[src/rtl/piso_pkg.sv]
// Shared definitions for the parallel-in serial-out transmitter.
// FSM state encoding and the bit-counter width helper.
package piso_pkg;

    typedef enum logic {
        ST_IDLE  = 1'b0,
        ST_SHIFT = 1'b1
    } state_t;

    // bit_cnt width; never narrower than one bit.
    function automatic int cnt_w(input int width);
        return (width <= 2) ? 1 : $clog2(width);
    endfunction

endpackage

[src/rtl/piso_shreg.sv]
// Loadable shift register whose registered head bit drives the serial line.
// Latency: first bit on sout one cycle after load; one bit per shift.
// Backpressure: none, the controller decides load/shift/clear every cycle.
module piso_shreg #(
    parameter int WIDTH     = 8,
    parameter bit MSB_FIRST = 1'b1
) (
    input  logic             clk,
    input  logic             rst,
    input  logic             load,
    input  logic             shift,
    input  logic             clr,
    input  logic [WIDTH-1:0] din,
    output logic             sout
);

    // sr holds the bits still owed after the one currently on sout.
    logic [WIDTH-1:0] sr;

    always_ff @(posedge clk) begin
        if (rst) begin
            sr   <= '0;
            sout <= 1'b0;
        end else if (load) begin
            if (MSB_FIRST) begin
                sout <= din[WIDTH-1];
                sr   <= {din[WIDTH-2:0], 1'b0};
            end else begin
                sout <= din[0];
                sr   <= {1'b0, din[WIDTH-1:1]};
            end
        end else if (shift) begin
            if (MSB_FIRST) begin
                sout <= sr[WIDTH-1];
                sr   <= {sr[WIDTH-2:0], 1'b0};
            end else begin
                sout <= sr[0];
                sr   <= {1'b0, sr[WIDTH-1:1]};
            end
        end else if (clr) begin
            sr   <= '0;
            sout <= 1'b0;
        end
    end

endmodule

[src/rtl/piso_tx.sv]
// Parallel-in serial-out transmitter with a one-word holding buffer.
// Latency: first bit on sout one cycle after the load handshake; 1 bit/clk sustained.
// Backpressure: load_ready drops while the holding buffer is full or rst is high.
module piso_tx
    import piso_pkg::*;
#(
    parameter int WIDTH     = 8,
    parameter bit MSB_FIRST = 1'b1
) (
    input  logic                       clk,
    input  logic                       rst,
    input  logic [WIDTH-1:0]           din,
    input  logic                       load_valid,
    output logic                       load_ready,
    output logic                       sout,
    output logic                       sout_valid,
    output logic                       sout_last,
    output logic [cnt_w(WIDTH)-1:0]    bit_cnt
);

    localparam int            CW       = cnt_w(WIDTH);
    localparam logic [CW-1:0] LAST_IDX = CW'(WIDTH - 1);

    state_t           state, state_nxt;
    logic [CW-1:0]    cnt_nxt;
    logic [WIDTH-1:0] hold_reg;
    logic             hold_full;
    logic             hold_set, hold_clr;
    logic             xfer, last_bit;
    logic             sr_load, sr_shift, sr_clr;
    logic [WIDTH-1:0] sr_din;

    assign load_ready = !hold_full && !rst;
    assign xfer       = load_valid && load_ready;
    assign last_bit   = (state == ST_SHIFT) && (bit_cnt == LAST_IDX);
    assign sout_valid = (state == ST_SHIFT);
    assign sout_last  = last_bit;

    always_ff @(posedge clk) begin
        if (rst) begin
            state   <= ST_IDLE;
            bit_cnt <= '0;
        end else begin
            state   <= state_nxt;
            bit_cnt <= cnt_nxt;
        end
    end

    always_ff @(posedge clk) begin
        if (rst) begin
            hold_full <= 1'b0;
            hold_reg  <= '0;
        end else if (hold_set) begin
            hold_full <= 1'b1;
            hold_reg  <= din;
        end else if (hold_clr) begin
            hold_full <= 1'b0;
        end
    end

    always_comb begin
        state_nxt = state;
        cnt_nxt   = bit_cnt;
        sr_load   = 1'b0;
        sr_shift  = 1'b0;
        sr_clr    = 1'b0;
        sr_din    = din;
        hold_set  = 1'b0;
        hold_clr  = 1'b0;
        case (state)
            ST_IDLE: begin
                cnt_nxt = '0;
                if (xfer) begin
                    sr_load   = 1'b1;
                    state_nxt = ST_SHIFT;
                end else begin
                    sr_clr = 1'b1;
                end
            end
            ST_SHIFT: begin
                if (last_bit) begin
                    cnt_nxt = '0;
                    // A held word wins; otherwise a same-cycle transfer bypasses the buffer.
                    if (hold_full) begin
                        sr_load  = 1'b1;
                        sr_din   = hold_reg;
                        hold_clr = 1'b1;
                    end else if (xfer) begin
                        sr_load = 1'b1;
                    end else begin
                        sr_clr    = 1'b1;
                        state_nxt = ST_IDLE;
                    end
                end else begin
                    sr_shift = 1'b1;
                    cnt_nxt  = bit_cnt + CW'(1);
                    hold_set = xfer;
                end
            end
            default: begin
                state_nxt = ST_IDLE;
                sr_clr    = 1'b1;
            end
        endcase
    end

    piso_shreg #(
        .WIDTH     (WIDTH),
        .MSB_FIRST (MSB_FIRST)
    ) u_shreg (
        .clk   (clk),
        .rst   (rst),
        .load  (sr_load),
        .shift (sr_shift),
        .clr   (sr_clr),
        .din   (sr_din),
        .sout  (sout)
    );

endmodule

[config.mk]
export PLATFORM = sky130hd
export DESIGN_NAME = piso_tx
export DESIGN_NICKNAME = d
export VERILOG_FILES = /design/src/rtl/piso_pkg.sv /design/src/rtl/piso_shreg.sv /design/src/rtl/piso_tx.sv
export SDC_FILE = /design/constraint.sdc
export NUM_CORES = 1
export LEC_CHECK = 0
export CAP_MARGIN = 5
export CORE_MARGIN = 2
export CORE_UTILIZATION = 49
export CTS_BUF_LIST = sky130_fd_sc_hd__clkbuf_16
export CTS_CLUSTER_SIZE = 14
export DETAILED_ROUTE_END_ITERATION = 16
export GPL_TIMING_DRIVEN = 0
export HOLD_SLACK_MARGIN = 0.12
export PLACE_DENSITY = 0.77
export SLEW_MARGIN = 10
export SYNTH_ARGS = -nofsm -noshare
export SYNTH_HDL_FRONTEND = slang
export SYNTH_SLANG_ARGS = --single-unit
[constraint.sdc]
create_clock -name clk -period 1.6 [get_ports clk]
set_input_delay 0.16 -clock clk [delete_from_list [all_inputs] [get_ports clk]]
set_output_delay 0.16 -clock clk [all_outputs]
set_load 0.05 [all_outputs]
==> results_tabular.tex <==
\begin{tabular}{lr}
\hline
Metric & Value \\
\hline
\multicolumn{2}{l}{\textbf{Pwr}} \\
Peak VDD IR & 0.756 mV \\
Leak & 0.564 nW \\
Power per standard cell area & 1000 nW/µm² \\
\multicolumn{2}{l}{\textbf{Logic synthesis}} \\
Number of nets produced by synthesis & 108 \\
Post-synth top flop & sky130\_fd\_sc\_hd\_\_dfxtp\_1 \\
Number of distinct library cells after synthesis & 25 \\
Register bit count reported by yosys & 21 \\
Most instantiated cells after synthesis & sky130\_fd\_sc\_hd\_\_dfxtp\_1 (21), sky130\_fd\_sc\_hd\_\_nand2\_1 (16), sky130\_fd\_sc\_hd\_\_mux2i\_1 (8), sky130\_fd\_sc\_hd\_\_nand3\_1 (8), sky130\_fd\_sc\_hd\_\_o211ai\_1 (8) \\
Most frequent cell after synthesis & sky130\_fd\_sc\_hd\_\_dfxtp\_1 \\
Xor and xnor area share after synthesis & 0 \\
Fraction of synthesized area in multiplexers & 0.0877 \\
Post-Synth Simple-Gate Area & 0.219 \\
Cell area after synthesis & 913 µm² \\
Main combinational cell family by area after synthesis & simple AND/OR/NAND/NOR gates \\
Post-synthesis compound-gate area fraction & 0.145 \\
Proportion of netlist area held by the largest area contributor & 0.460 \\
Number of enable flip-flop cells after synthesis & 0 \\
Biggest area contributors in the synthesized netlist & sky130\_fd\_sc\_hd\_\_dfxtp\_1 (46\%), sky130\_fd\_sc\_hd\_\_mux2i\_1 (8.8\%), sky130\_fd\_sc\_hd\_\_nand2\_1 (6.6\%) \\
Share of async-settable or async-resettable flops after synthesis & 0 \\
Post-synthesis sequential area ratio & 0.460 \\
Adder and majority cell fraction of the synthesized area & 0.0274 \\
Post-synthesis area per instance & 9.61 µm² \\
Count of synthesis-stage warnings from yosys & 0 \\
Cell type with the largest total area after synthesis & sky130\_fd\_sc\_hd\_\_dfxtp\_1 \\
Synth Instances & 95 \\
\multicolumn{2}{l}{\textbf{Timing}} \\
Final setup vio count & 0 \\
Final count of hold timing violations & 0 \\
Max frequency & 644 MHz \\
Setup TNS after final layout & 0 ps \\
Final critical-path share of the clock period & 0.970 \\
Setup clock skew after layout & 2.52 ps \\
Final worst path period need & 1550 ps \\
Final worst hold slack & 415 ps \\
Number of max-slew violations in the final report & 0 \\
Pin slew with the least headroom to its limit & 496 ps \\
Tightest slew margin relative to the limit & 0.669 \\
\multicolumn{2}{l}{\textbf{Critical path}} \\
Crit path kind & flop to output pin \\
Data arrival at the endpoint of the critical path & 1390 ps \\
Number of logic stages on the critical path including buffering & 6 \\
Required arrival time at the worst endpoint & 1440 ps \\
Cell breakdown of the critical path & ha\_1 > ha\_1 > buf\_6 > nand2\_2 > inv\_4 > buf\_6 \\
Slowest stage delay, CP & 320 ps \\
Buffer and inverter count on the worst path & 3 \\
Maximum fanout encountered on the critical timing path & 6 \\
Slowest CP cell & sky130\_fd\_sc\_hd\_\_dfxtp\_2 \\
Kind of capture point of the worst setup path & output pin \\
Startpoint Class & flop \\
Worst Reg2Reg Path Length in Cells & 7 \\
CP delay by family, top & adder cells \\
\multicolumn{2}{l}{\textbf{Finish}} \\
Register Area & 424 µm² \\
Diodes inserted & 0 \\
Area delta synth->final & 36.7\% \\
Post-layout instance area & 1250 µm² \\
Number of standard cells in the final layout excluding fillers & 143 \\
Final Net Count & 132 \\
Total area of multi-input combinational cells & 459 µm² \\
Fraction of layout cells with a size suffix above 1 & 0.212 \\
Number of inserted filler cells in the final layout & 142 \\
Number of flip-flops under the largest register name & 8 \\
\multicolumn{2}{l}{\textbf{Die}} \\
Placeable Area & 1750 µm² \\
Placement row count & 15 \\
Width of the chip & 47.2 µm \\
Die H & 47.2 µm \\
Initial Utilization & 0.523 \\
Count of pins on the block boundary & 18 \\
Die Outline Area & 2230 µm² \\
\multicolumn{2}{l}{\textbf{CTS}} \\
Number of H-tree branching levels & 1 \\
Max Root-Sink Buffers & 2 \\
Clk pin slew, worst setup/hold paths & 60 ps \\
Number of clock sinks & 21 \\
Clock root cell & sky130\_fd\_sc\_hd\_\_clkbuf\_16 \\
Later-pin clock latency in the skew report & 250 ps \\
TritonCTS clock tree & done \\
TritonCTS Buffers & 3 \\
\multicolumn{2}{l}{\textbf{GRT}} \\
Combined global-route utilization of all metal layers & 0.197 \\
Aggregate global routing overflow & 0 \\
Initial antenna violation count & 0 \\
Via count of the first global-routing pass & 636 \\
First-pass GRT wire length & 3.01 mm \\
Largest net degree at the start of global routing & 13 \\
\multicolumn{2}{l}{\textbf{Routing}} \\
DR vias/cell & 5.22 \\
Starting DRT DRC Count & 11 \\
Number of vias in the routed layout & 747 \\
DRC violations left & 0 \\
Wire length per cell after detailed routing & 13.2 µm \\
Total wire length after detailed routing & 1.89 mm \\
Detail Route Antenna Nets & 0 \\
Number of iterations in the first detailed-routing pass & 4 \\
\multicolumn{2}{l}{\textbf{Min path}} \\
Count of cells along the worst hold path & 1 \\
Type of the most critical hold path & flop to flop \\
\multicolumn{2}{l}{\textbf{Place}} \\
Port Buffer Count & 16 \\
\# placed instances & 136 \\
Global placer's final weighted congestion & 0.680 \\
Instance area after placement & 1120 µm² \\
Detail Placement HPWL & 1.24 mm \\
\multicolumn{2}{l}{\textbf{Outcome}} \\
Outcome & finished clean \\
\multicolumn{2}{l}{\textbf{Flow run}} \\
Number of max-capacitance violations reported & 0 \\
\hline
\end{tabular}
-- worst paths after layout --
check                                           start                endpoint  slack [ps]
worst max register to register  bit_cnt[0]$_SDFF_PP0_  hold_full$_SDFFE_PP0P_          80
worst min register to register  bit_cnt[0]$_SDFF_PP0_   bit_cnt[0]$_SDFF_PP0_         410
worst min-delay path            bit_cnt[0]$_SDFF_PP0_   bit_cnt[0]$_SDFF_PP0_         410
worst max-delay path            bit_cnt[0]$_SDFF_PP0_               sout_last          50
-- where the power goes --
group          internal (W)  switching [W]
clock              0.000336       0.000193
combinational     0.0000728      0.0000923
sequential         0.000549     0.00000980
total              0.000957       0.000295
-- layer usage --
metal,part of all wire,up-vias,GRT usage
met5,0,-,0
met4,0.0090,0,0.0667
met3,0.029,5,0.0346
met2,0.48,16,0.310
met1,0.48,345,0.273
li1,-,381,-
-- through the flow --
step / power (W) / util / setup WS (ps)
detailed placement: 0.000724 / 0.644 / -336
global route: 0.00129 / 0.715 / -4.08
CTS: 0.00125 / 0.706 / 0.277
global placement: 0.000721 / 0.644 / -331
floorplan: 0.000668 / - / 7.28
finish: 0.00125 / 0.715 / 47.6
-- cells in the final DEF, fill, tap and decap left out, types with 2 or more instances in the layout --
| master | netlist | routed |
|---|---|---|
| sky130_fd_sc_hd__and2_1 | 2 | 2 |
| sky130_fd_sc_hd__buf_6 | 2 | 6 |
| sky130_fd_sc_hd__clkdlybuf4s50_1 | 0 | 14 |
| sky130_fd_sc_hd__nor2_1 | 4 | 4 |
| sky130_fd_sc_hd__ha_1 | 2 | 2 |
| sky130_fd_sc_hd__nand2_1 | 16 | 15 |
| sky130_fd_sc_hd__dfxtp_1 | 21 | 18 |
| sky130_fd_sc_hd__nand3_1 | 8 | 8 |
| sky130_fd_sc_hd__mux2i_1 | 8 | 8 |
| sky130_fd_sc_hd__o211ai_1 | 8 | 8 |
| sky130_fd_sc_hd__dfxtp_2 | 0 | 3 |
| sky130_fd_sc_hd__clkbuf_16 | 0 | 3 |
| sky130_fd_sc_hd__buf_2 | 2 | 2 |
| sky130_fd_sc_hd__o21ai_1 | 7 | 7 |
-- cells by family after synthesis --
logic type / after synthesis
adder cells (fa/ha/maj): 2
AND/OR/NAND/NOR: 36
flip-flops: 21
AO/OA/AOI/OAI: 19
buffers and inverters: 9
multiplexers: 8
-- area by class of cell --
type	instances	area share
Inverter	3	0.0110
Multi-Input combinational cell	65	0.368
Sequential cell	21	0.340
Clock inverter	1	0.00401
Timing Repair Buffer	19	0.151
Tap cell	25	0.0251
Buffer	6	0.0411
Clock buffer	3	0.0601
-- timing repair --
item,CTS,global route
pin swaps,1,2
resized for setup,11,7
endpoints found under the hold margin,2,0
setup endpoints to repair,12,16
hold buffers,1,0
setup buffers,2,0
-- worst reg2reg max path: stages, from the launching register on --
cell and delay (ps):
sky130_fd_sc_hd__dfxtp_2 320, sky130_fd_sc_hd__ha_1 190, sky130_fd_sc_hd__ha_1 190, sky130_fd_sc_hd__buf_6 140, sky130_fd_sc_hd__nor4b_4 280, sky130_fd_sc_hd__buf_6 180, sky130_fd_sc_hd__a22oi_2 60, sky130_fd_sc_hd__nor2_1 90
No activity file was read; power rests on OpenSTA's default activity.
